<file path="config.mk">
export PLATFORM = sky130hd
export DESIGN_NAME = div_sequencer
export DESIGN_NICKNAME = d
export VERILOG_FILES = /design/src/rtl/div_sequencer_pkg.sv /design/src/rtl/div_step.sv /design/src/rtl/div_sequencer.sv
export SDC_FILE = /design/constraint.sdc
export NUM_CORES = 1
export LEC_CHECK = 0
export BUFFER_PORTS_ARGS = -buffer_cell sky130_fd_sc_hd__buf_4
export CAP_MARGIN = 40
export CELL_PAD_IN_SITES_DETAIL_PLACEMENT = 2
export CELL_PAD_IN_SITES_GLOBAL_PLACEMENT = 2
export CORE_MARGIN = 2
export CORE_UTILIZATION = 33
export DETAILED_ROUTE_END_ITERATION = 16
export GPL_TIMING_DRIVEN = 1
export PLACE_DENSITY_LB_ADDON = 0.3
export SLEW_MARGIN = 20
export SYNTH_ARGS = -nofsm -noshare
export SYNTH_HDL_FRONTEND = slang
export SYNTH_SLANG_ARGS = --single-unit
</file>
<file path="constraint.sdc">
create_clock -name i_clk -period 2.8 [get_ports i_clk]
set_input_delay 0.42 -clock i_clk [delete_from_list [all_inputs] [get_ports i_clk]]
set_output_delay 0.42 -clock i_clk [all_outputs]
set_load 0.005 [all_outputs]
</file>
<file path="src/rtl/div_sequencer_pkg.sv">
// rtl/div_sequencer_pkg.sv - shared state encodings and sizing helpers for the divide unit
package div_sequencer_pkg;

  localparam int DIV_STATE_BITS = 2;
  localparam logic [DIV_STATE_BITS-1:0] DIV_STATE_IDLE = 2'd0;
  localparam logic [DIV_STATE_BITS-1:0] DIV_STATE_RUN  = 2'd1;
  localparam logic [DIV_STATE_BITS-1:0] DIV_STATE_DONE = 2'd2;

  typedef enum logic [DIV_STATE_BITS-1:0] {
    S_IDLE = DIV_STATE_IDLE,
    S_RUN  = DIV_STATE_RUN,
    S_DONE = DIV_STATE_DONE
  } div_state_t;

  // One extra bit so the step counter can reach WIDTH without wrapping.
  function automatic int div_cnt_bits(input int width);
    return $clog2(width) + 1;
  endfunction

endpackage

</file>
<file path="src/rtl/div_step.sv">
// rtl/div_step.sv - one combinational restoring-division step
module div_step #(
  parameter int WIDTH = 16
) (
  input  logic [WIDTH:0]   i_p,
  input  logic [WIDTH-1:0] i_q,
  input  logic [WIDTH-1:0] i_d,
  output logic [WIDTH:0]   o_p,
  output logic [WIDTH-1:0] o_q
);

  logic [WIDTH+1:0] w_t;
  logic             w_ge;

  // P[WIDTH] is always 0 between steps, so carrying it in w_t leaves the compare unchanged.
  assign w_t  = {i_p, i_q[WIDTH-1]};
  assign w_ge = (w_t >= {2'b00, i_d});
  assign o_p  = w_ge ? (w_t[WIDTH:0] - {1'b0, i_d}) : w_t[WIDTH:0];
  assign o_q  = {i_q[WIDTH-2:0], w_ge};

endmodule

</file>
<file path="src/rtl/div_sequencer.sv">
// rtl/div_sequencer.sv - multi-cycle unsigned restoring divider, one quotient bit per cycle
module div_sequencer
  import div_sequencer_pkg::*;
#(
  parameter int WIDTH = 16
) (
  input  logic             i_clk,
  input  logic             i_reset,
  input  logic             i_start,
  input  logic [WIDTH-1:0] i_dividend,
  input  logic [WIDTH-1:0] i_divisor,
  output logic             o_busy,
  output logic             o_done,
  output logic [WIDTH-1:0] o_quotient,
  output logic [WIDTH-1:0] o_remainder,
  output logic             o_div_by_zero
);

  localparam int CNT_W = div_cnt_bits(WIDTH);
  localparam logic [CNT_W-1:0] LAST_STEP = CNT_W'(WIDTH - 1);

  div_state_t       r_state;
  logic [CNT_W-1:0] r_cnt;
  logic [WIDTH:0]   r_p;
  logic [WIDTH-1:0] r_q;
  logic [WIDTH-1:0] r_d;
  logic             r_busy;
  logic             r_done;
  logic [WIDTH-1:0] r_quotient;
  logic [WIDTH-1:0] r_remainder;
  logic             r_div_by_zero;

  logic [WIDTH:0]   w_p_next;
  logic [WIDTH-1:0] w_q_next;

  div_step #(.WIDTH(WIDTH)) u_step (
    .i_p (r_p),
    .i_q (r_q),
    .i_d (r_d),
    .o_p (w_p_next),
    .o_q (w_q_next)
  );

  always_ff @(posedge i_clk) begin
    if (i_reset) begin
      r_state       <= S_IDLE;
      r_cnt         <= '0;
      r_p           <= '0;
      r_q           <= '0;
      r_d           <= '0;
      r_busy        <= 1'b0;
      r_done        <= 1'b0;
      r_quotient    <= '0;
      r_remainder   <= '0;
      r_div_by_zero <= 1'b0;
    end else begin
      case (r_state)
        S_IDLE: begin
          r_done <= 1'b0;
          if (i_start) begin
            r_q    <= i_dividend;
            r_d    <= i_divisor;
            r_p    <= '0;
            r_cnt  <= '0;
            r_busy <= 1'b1;
            // A zero divisor skips the shift loop and publishes its result immediately.
            if (i_divisor == '0) begin
              r_state       <= S_DONE;
              r_done        <= 1'b1;
              r_quotient    <= '1;
              r_remainder   <= i_dividend;
              r_div_by_zero <= 1'b1;
            end else begin
              r_state <= S_RUN;
            end
          end
        end
        S_RUN: begin
          r_p   <= w_p_next;
          r_q   <= w_q_next;
          r_cnt <= r_cnt + 1'b1;
          if (r_cnt == LAST_STEP) begin
            r_state       <= S_DONE;
            r_done        <= 1'b1;
            r_quotient    <= w_q_next;
            r_remainder   <= w_p_next[WIDTH-1:0];
            r_div_by_zero <= 1'b0;
          end
        end
        S_DONE: begin
          r_state <= S_IDLE;
          r_busy  <= 1'b0;
          r_done  <= 1'b0;
        end
        default: begin
          r_state <= S_IDLE;
          r_busy  <= 1'b0;
          r_done  <= 1'b0;
        end
      endcase
    end
  end

  assign o_busy        = r_busy;
  assign o_done        = r_done;
  assign o_quotient    = r_quotient;
  assign o_remainder   = r_remainder;
  assign o_div_by_zero = r_div_by_zero;

endmodule

</file>
==> results of run 1 <==
-- per-layer routing --
metal  up-vias  global-route usage (%)  wire length, um  share of wire [%]
met2        81                    39.8             9010                 50
met3        16                    3.59              564                3.2
met5         -                       0                0                  0
met1      2448                    28.9             8090                 45
li1       2351                       -                -                  -
met4         0                    5.29              226                1.3
-- repair_timing --
action / in CTS / in global routing
pin swaps: 1 / 4
resized for setup: 3 / 10
buffers inserted: 3 / 1
hold endpoints to repair: 0 / 0
endpoints found under the setup margin: 4 / 11
-- final cells by class --
cell class                 instances  area share, %
clock inverter                     5          0.590
clock buffer                      11           4.09
multi-input combinational        462           46.6
timing repair buffer              91           11.8
tap                              184           3.88
sequential                        91           30.7
inverter                          36           2.28
-- worst max-delay path, cell delays in order, from the launching register on --
cell      delay (ps)
dfxtp_1          400
inv_1             70
ha_1             410
nand4_1          220
o41ai_4          450
a221oi_4          80
and2_4           250
a2111o_1         370
a32oi_1          220
a31o_1           120
-- registers in the layout, summed over array words and instances (netlist names) --
signal and cells:
r_p 17, r_q 16, o_remainder 16, r_d 16, o_quotient 16, r_state 2
o_done 1, o_div_by_zero 1, o_busy 1, r_cnt 5
-- cell usage after synthesis, types with 2 or more instances --
cell,instances,area (sq um)
a2111oi_0,16,140
a2111oi_2,2,30.0
a21oi_1,65,325
o21ai_0,27,135
nor2b_1,2,12.5
nand3_1,6,30.0
o21bai_1,3,22.5
inv_1,36,135
a31oi_1,3,18.8
buf_1,3,11.3
clkbuf_2,3,15.0
a311oi_1,3,26.3
or2_2,2,12.5
xnor2_1,7,61.3
nor2_1,114,428
o22ai_1,9,56.3
o21a_1,5,37.5
nor4_1,7,43.8
buf_2,6,30.0
mux2i_1,5,50.1
o211ai_1,2,15.0
a211oi_1,22,165
o31ai_1,2,15.0
nor3_1,10,50.1
a21o_1,2,15.0
nand2_1,70,263
a32oi_1,3,26.3
a211oi_2,2,25.0
ha_1,18,225
nand4_1,6,37.5
dfxtp_1,91,1820
and2_1,2,12.5
and3_1,9,56.3
o21ai_1,4,20.0
nand2b_1,3,18.8
xor2_1,3,26.3
clkbuf_1,25,93.8
-- path summary, 6_finish.rpt --
| kind | startpoint | end | cells after the start |
|---|---|---|---|
| worst max-delay path | r_d[5]$_SDFFE_PP0P_ | o_remainder[13]$_SDFFE_PP0P_ | 9 |
| worst min-delay path | i_divisor[1] | r_d[1]$_SDFFE_PP0P_ | 3 |
| worst max register to register | r_d[5]$_SDFFE_PP0P_ | o_remainder[13]$_SDFFE_PP0P_ | 9 |
| worst min register to register | r_d[11]$_SDFFE_PP0P_ | r_d[11]$_SDFFE_PP0P_ | 2 |
-- power groups by stage --
stage | logic, mW | registers, mW | clock network, mW
3_5_place_dp | 2.55 | 1.56 | 0
3_3_place_gp | 2.40 | 1.55 | 0
4_1_cts | 2.69 | 1.53 | 1.21
2_1_floorplan | 1.89 | 1.51 | 0
6_report | 2.86 | 1.53 | 1.19
5_1_grt | 3.11 | 1.55 | 1.26
-- per-stage QoR --
stage                     area (sq um)  TNS, ps  util (%)  hold slack, ps
after floorplan                   4850        0         -             421
after global placement            5550        0      38.5             444
after detailed placement          5550    -68.9      38.5             455
after CTS                         5860        0      40.6             323
after global routing              5940        0      41.2             327
final                             5940        0      41.2             327
-- logic make-up after synthesis --
group           synth area share (%)
compound gates                  25.5
mux                             1.34
simple gates                    22.1
xor+xnor                        1.81
buf+inv                         6.58
fa+ha+maj                       5.06
flops                           37.6
==> impl_metrics.toml, run 1 <==
[cells_and_area]
n_fill_cell = 1648
nets = 745
area_growth_pct = 22.5
layout_common_cells = "114 x nor2_1, 91 x dfxtp_1, 89 x buf_4, 70 x nand2_1, 62 x a21oi_1"
fin_cells = 880
antenna_cells = 0
layout_commonest_cell = "nor2_1"
ff_latch_area_sq_mm = 0.00182
drive_gt1_share_pct = 19.0
multi_input_area_sq_mm = 0.00277

[status]
status = "completed"

[synthesis]
synth_cells = 629
synth_nets = 683
synth-seq-cells = 91
yosysSeqAreaShare_pct = 37.6
synth-edff-count = 0
yosys_warnings = 0
syn_avg_cell_area_sq_um = 7.70
synth.distinct_cells = 68
syn_area_sq_mm = 0.00485
ys.flop_type = "dfxtp_1"
synthArstFlopShare_pct = 0

[drt]
ant_nets = 0
vias = 4896
viasPerCell = 5.56
drt_iter0_markers = 195
dr.pass1.iters = 4
drc = 0
routedWlPerCell_um = 20.3
finalWirelength_mm = 17.9

[power_and_ir_drop]
pwr-share-comb_pct = 51.3
sw_frac_of_total_pct = 43.4
p_switching_mw = 2.42
power_frac_seq_pct = 27.4
pwr-share-clk_pct = 21.3
cellLeakagePower_nw = 2.41
fin_total_pwr_mw = 5.58
cellPowerDensity_mw_per_mm2 = 941
irDropWorstVdd_mv = 0.394
p_int_mw = 3.16

[clocking]
cts_num_sinks = 91
clkTransAtPathRegs_ps = 60
cts_hold_buffers = 0
clk_latency_ps = 350
cts_tree = "done"
numCtsBuffers = 9
root_buffer = "clkbuf_16"
clk_path_buf_depth = 2
htree_levels = 3

[grt]
grt_pass1_vias = 5243
grtUsageTotal_pct = 22.6
grt_pass1_wl_mm = 28.4
antenna_found_initial = 0
grt_max_degree = 33
gr-total-overflow = 0

[die]
start_util_pct = 33.6
die_x_um = 125
rows = 44
core_sq_mm = 0.0144
ios = 70
die_height_um = 125
die_area_sq_mm = 0.0157

[hold_path]
worstHoldPathType = "in -> reg"

[critical_path]
worstPathMaxFanout = 13
start_kind = "register"
crit_arrival_ps = 2950
crit_required_ps = 3090
end_kind = "register"
path_class = "reg -> reg"
reg2reg_setup_slack_ps = 140

[sta]
grt_setup_unrepaired = "false"
period_minus_slack_ps = 2660
worst_slew_pin_slew_ps = 874
max_freq_ghz = 0.376
setup_slack_ps = 139
hold_violations = 0
slew_violations = 0
post-route-period-util_pct = 95.0
fin_skew_ps = 10.6
max_slew_margin_pct = 41.5
finalSetupViolations = 0

[placement]
dp_hpwl_mm = 13.3
dp_slack_ps = -58.9
dp_cells = 858
gp_routability_congestion = 0.840
io_buffers = 69

[job]
cap_violations = 0
No activity file was read; power rests on OpenSTA's default activity.
==> run 2: changes to the inputs <==
- PLACE_DENSITY: not set -> 0.76
- PLACE_DENSITY_LB_ADDON: 0.3 -> not set
==> impl_metrics.toml, run 2 (synthesis gave the netlist of run 1 again) <==
[grt]
antenna_found_initial = 0
met2_usage_pct = 42.7
gr-total-overflow = 0
met1_usage_pct = 28.5
grtUsageTotal_pct = 23.3
grt_pass1_wl_mm = 29.1
grt-busiest-layer = "met2"
grt_max_degree = 51
grt_pass1_vias = 5312
globalRouteMet3Util_pct = 3.72

[power_and_ir_drop]
irDropWorstVdd_mv = 0.381
fin_total_pwr_mw = 5.79
cellLeakagePower_nw = 2.43
cellPowerDensity_mw_per_mm2 = 969

[critical_path]
crit_start = "r_d[5]$_SDFFE_PP0P_"
crit_arrival_ps = 2850
start_kind = "register"
worstPathMaxFanout = 7
crit_path_top_delay_cell = "dfxtp_1"
end_kind = "register"
max_stage_delay_ps = 410
crit_required_ps = 3040
reg2reg_setup_slack_ps = 190
path_class = "reg -> reg"
r2r_end = "o_remainder[12]$_SDFFE_PP0P_"
r2r-start = "r_d[5]$_SDFFE_PP0P_"
worst-path-buf-inv = 2
crit_path_cell_trace = "inv_1, ha_1, o211ai_1, o211ai_2, nand3_1, nand2_2, buf_4, a31oi_1, a2111oi_1"
cp_top_family = "compound AO/OA/AOI/OAI gates"
reg2reg_depth = 9

[drt]
vias = 4886
drc = 0
routedWlPerCell_um = 20.6
dr.pass1.iters = 4
finalWirelength_mm = 18.2
ant_nets = 0
drt_iter0_markers = 227
viasPerCell = 5.55

[sta]
hold_violations = 0
fin_skew_ps = 9.50
max_freq_ghz = 0.383
post-route-period-util_pct = 93.3
finalSetupViolations = 0
worst_slew_pin_slew_ps = 818
max_slew_margin_pct = 45.3
grt_setup_unrepaired = "false"
slew_violations = 0
period_minus_slack_ps = 2610
final.setup.tns_ps = 0

[placement]
io_buffers = 69
dp_hpwl_mm = 13.4
gp_routability_congestion = 0.804
dp_cells = 860
place_area_sq_mm = 0.00556

[hold_path]
worstHoldPathType = "in -> reg"
hold_start = "i_divisor[13]"
hold_end = "r_d[13]$_SDFFE_PP0P_"
hold_path_depth = 3

[die]
die_height_um = 125
core_sq_mm = 0.0144
ios = 70
rows = 44
die_area_sq_mm = 0.0157
start_util_pct = 33.6
die_x_um = 125

[clocking]
root_buffer = "clkbuf_16"
cts_tree = "done"
clkTransAtPathRegs_ps = 70
clk_path_buf_depth = 2
cts_hold_buffers = 0
cts_num_sinks = 91
numCtsBuffers = 9
htree_levels = 3
clk_latency_ps = 350

[cells_and_area]
fin_cells = 881
antenna_cells = 0
final_area_sq_mm = 0.00598
nets = 746
largest_reg_flops = 17
drive_gt1_share_pct = 18.9
layout_common_cells = "113 x nor2_1, 91 x buf_4, 91 x dfxtp_1, 70 x nand2_1, 62 x a21oi_1"
regMostFlops = "r_p"
area_growth_pct = 23.3
layout_commonest_cell = "nor2_1"

[status]
status = "completed"

[job]
cap_violations = 0
-- run 2: cell count changes in the layout (fill, tap and decap cells not counted), sizes merged --
cell | before | now
buf | 91 | 92
bufinv | 0 | 2
clkbuf | 11 | 12
clkinvlp | 1 | 0
inv | 38 | 36
-- run 2: area by class of cell --
cell class	instances	area, sq um
Fill cell	1655	8450
Multi-Input combinational cell	462	2770
Sequential cell	91	1820
Timing Repair Buffer	92	703
Clock buffer	12	246
Tap cell	184	230
Inverter	36	135
Clock inverter	4	73.8
-- run 2: per-layer routing --
layer	vias to the layer above	share of wire, %	wire length [um]
met4	0	1.6	286
met1	2432	44	7940
li1	2349	-	-
met3	23	3.0	538
met5	-	0	0
met2	82	52	9420
-- run 2: stage by stage --
step	worst slack (ps)	util, %	hold slack (ps)
2_1_floorplan	411	-	421
3_3_place_gp	142	38.5	443
3_5_place_dp	30.2	38.6	454
4_1_cts	36.8	40.8	312
5_1_grt	3.81	41.4	322
6_report	187	41.4	326
-- run 2: how the worst max path moves through the flow --
stage / slack [ps] / end / cells past startpoint
2_1_floorplan: 410 / r_p[14]$_SDFFE_PP0P_ / 11
3_3_place_gp: 140 / o_remainder[5]$_SDFFE_PP0P_ / 8
3_5_place_dp: 30 / o_remainder[5]$_SDFFE_PP0P_ / 8
4_1_cts: 40 / o_remainder[11]$_SDFFE_PP0P_ / 8
5_1_grt: 4 / o_remainder[12]$_SDFFE_PP0P_ / 9
6_report: 190 / o_remainder[12]$_SDFFE_PP0P_ / 9
-- run 2: power breakdown --
group	total, mW	internal (mW)	switching, mW	leakage, nW
Combinational	2.91	1.17	1.74	1.53
Sequential	1.54	1.41	0.130	0.743
Clock	1.34	0.808	0.530	0.157
Total	5.79	3.39	2.40	2.43
-- run 2: tightest hold or removal path, stage by stage --
cell,delay (ps)
buf_4,110
nand2_1,50
a21oi_1,50
-- run 2: repair_timing --
action	in CTS	in global routing
cloned	0	0
buffers inserted	0	5
endpoints found under the setup margin	5	21
pin swaps	0	2
resized for setup	2	13
==> run 3: changes to the inputs <==
- CORE_UTILIZATION: 33 -> 34
- CTS_BUF_LIST: not set -> sky130_fd_sc_hd__clkbuf_2
- PLACE_DENSITY: 0.76 -> 0.78
- REMOVE_ABC_BUFFERS: not set -> 1
- TNS_END_PERCENT: not set -> 5
==> impl_metrics.toml, run 3 (synthesis gave the netlist of run 1 again) <==
[clocking]
cts_num_sinks = 91
numCtsBuffers = 9
clk_latency_ps = 620
clkTransAtPathRegs_ps = 260
clk_path_buf_depth = 2
root_buffer = "clkbuf_2"
htree_levels = 3
cts_tree = "done"

[die]
die_area_sq_mm = 0.0152
die_x_um = 123
core_sq_mm = 0.0139
rows = 43
die_height_um = 123
ios = 70
start_util_pct = 34.9

[cells_and_area]
layout_commonest_cell = "nor2_1"
final_area_sq_mm = 0.00579
n_fill_cell = 1626
layout_common_cells = "114 x nor2_1, 91 x dfxtp_1, 86 x buf_4, 70 x nand2_1, 63 x a21oi_1"
nets = 745
largest_reg_flops = 17
fin_cells = 877
utilization_pct = 41.7
drive_gt1_share_pct = 17.8
regMostFlops = "r_p"
area_growth_pct = 19.5

[hold_path]
hold_path_depth = 3
hold_end = "r_d[8]$_SDFFE_PP0P_"
worstHoldPathType = "in -> reg"
hold_start = "i_divisor[8]"

[grt]
grtUsageTotal_pct = 23.3
gr-total-overflow = 0
grt_max_degree = 55
grt_pass1_wl_mm = 27.4
antenna_found_initial = 1
grt_pass1_vias = 5300

[critical_path]
start_kind = "register"
r2r_end = "o_remainder[11]$_SDFFE_PP0P_"
worstPathMaxFanout = 13
end_kind = "register"
reg2reg_depth = 9
crit_required_ps = 3320
r2r-start = "r_d[13]$_SDFFE_PP0P_"
reg2reg_setup_slack_ps = 150
path_class = "reg -> reg"
crit_arrival_ps = 3180

[job]
cap_violations = 0

[placement]
dp_hpwl_mm = 13.1
io_buffers = 69
dp_cells = 855
gp_routability_congestion = 0.843
place_area_sq_mm = 0.00555

[power_and_ir_drop]
fin_total_pwr_mw = 5.03
cellPowerDensity_mw_per_mm2 = 869
cellLeakagePower_nw = 2.35
irDropWorstVdd_mv = 0.422

[sta]
period_minus_slack_ps = 2650
slew_violations = 0
hold_violations = 0
post-route-period-util_pct = 94.8
max_slew_margin_pct = 48.9
finalSetupViolations = 0
worst_slew_pin_slew_ps = 765
max_freq_ghz = 0.377
fin_skew_ps = 31.6
final.setup.tns_ps = 0

[drt]
drc = 0
routedWlPerCell_um = 19.7
drt_iter0_markers = 208
finalWirelength_mm = 17.3
ant_nets = 0
dr.pass1.iters = 5
viasPerCell = 5.50
vias = 4822

[status]
status = "completed"
run 3: cell type report:
class	instances	area (sq um)	share of cell area [%]
diodes	1	2.50	0.0432
well taps	180	225	3.89
clock inverters	7	97.6	1.69
flip-flops and latches	91	1820	31.5
multi-input cells	462	2760	47.6
clock buffers	9	45.0	0.778
inverters	36	135	2.33
repair buffers	91	706	12.2
run 3: stage by stage:
step	worst slack, ps	hold slack (ps)
floorplan	-354	421
global placement	184	445
detailed placement	20.5	455
CTS	2.39	2.09
global route	-2.54	6.24
finish	145	40.8
run 3: power by group:
| part | internal (mW) | switching [mW] | total, mW |
|---|---|---|---|
| combinational | 1.05 | 1.64 | 2.68 |
| sequential | 1.41 | 0.120 | 1.53 |
| clock | 0.300 | 0.516 | 0.817 |
| total | 2.76 | 2.27 | 5.03 |
run 3: worst max-delay path: stages, from the launching register on:
cell and delay (ps):
dfxtp_1 400, inv_1 50, ha_1 470, nand4_4 210, nor4_4 290, nand3_1 230, and2_4 270, a222oi_1 260
a21boi_0 280, nor4_1 80
run 3: routing by layer:
metal	part of all wire (%)	wire, um	GRT usage (%)
met1	44	7550	28.0
met2	52	8900	41.6
met3	2.3	402	3.69
met4	2.3	398	8.74
met5	0	0	0
run 3: worst max path at each step:
stage	from	end	slack, ps	cells past startpoint
global route	r_d[13]$_SDFFE_PP0P_	o_remainder[13]$_SDFFE_PP0P_	-3	9
finish	r_d[13]$_SDFFE_PP0P_	o_remainder[11]$_SDFFE_PP0P_	150	9
floorplan	r_state[0]$_SDFFE_PP0P_	o_remainder[15]$_SDFFE_PP0P_	-350	4
CTS	r_q[15]$_SDFFE_PP0P_	o_remainder[12]$_SDFFE_PP0P_	2	11
detailed placement	r_q[15]$_SDFFE_PP0P_	o_remainder[12]$_SDFFE_PP0P_	20	11
global placement	r_q[15]$_SDFFE_PP0P_	o_remainder[12]$_SDFFE_PP0P_	180	11
run 3: repair_timing:
item	4_1_cts	5_1_grt
resized for setup	0	10
endpoints found under the hold margin	4	0
setup endpoints to repair	0	27
hold buffers	4	0
setup buffers	0	0
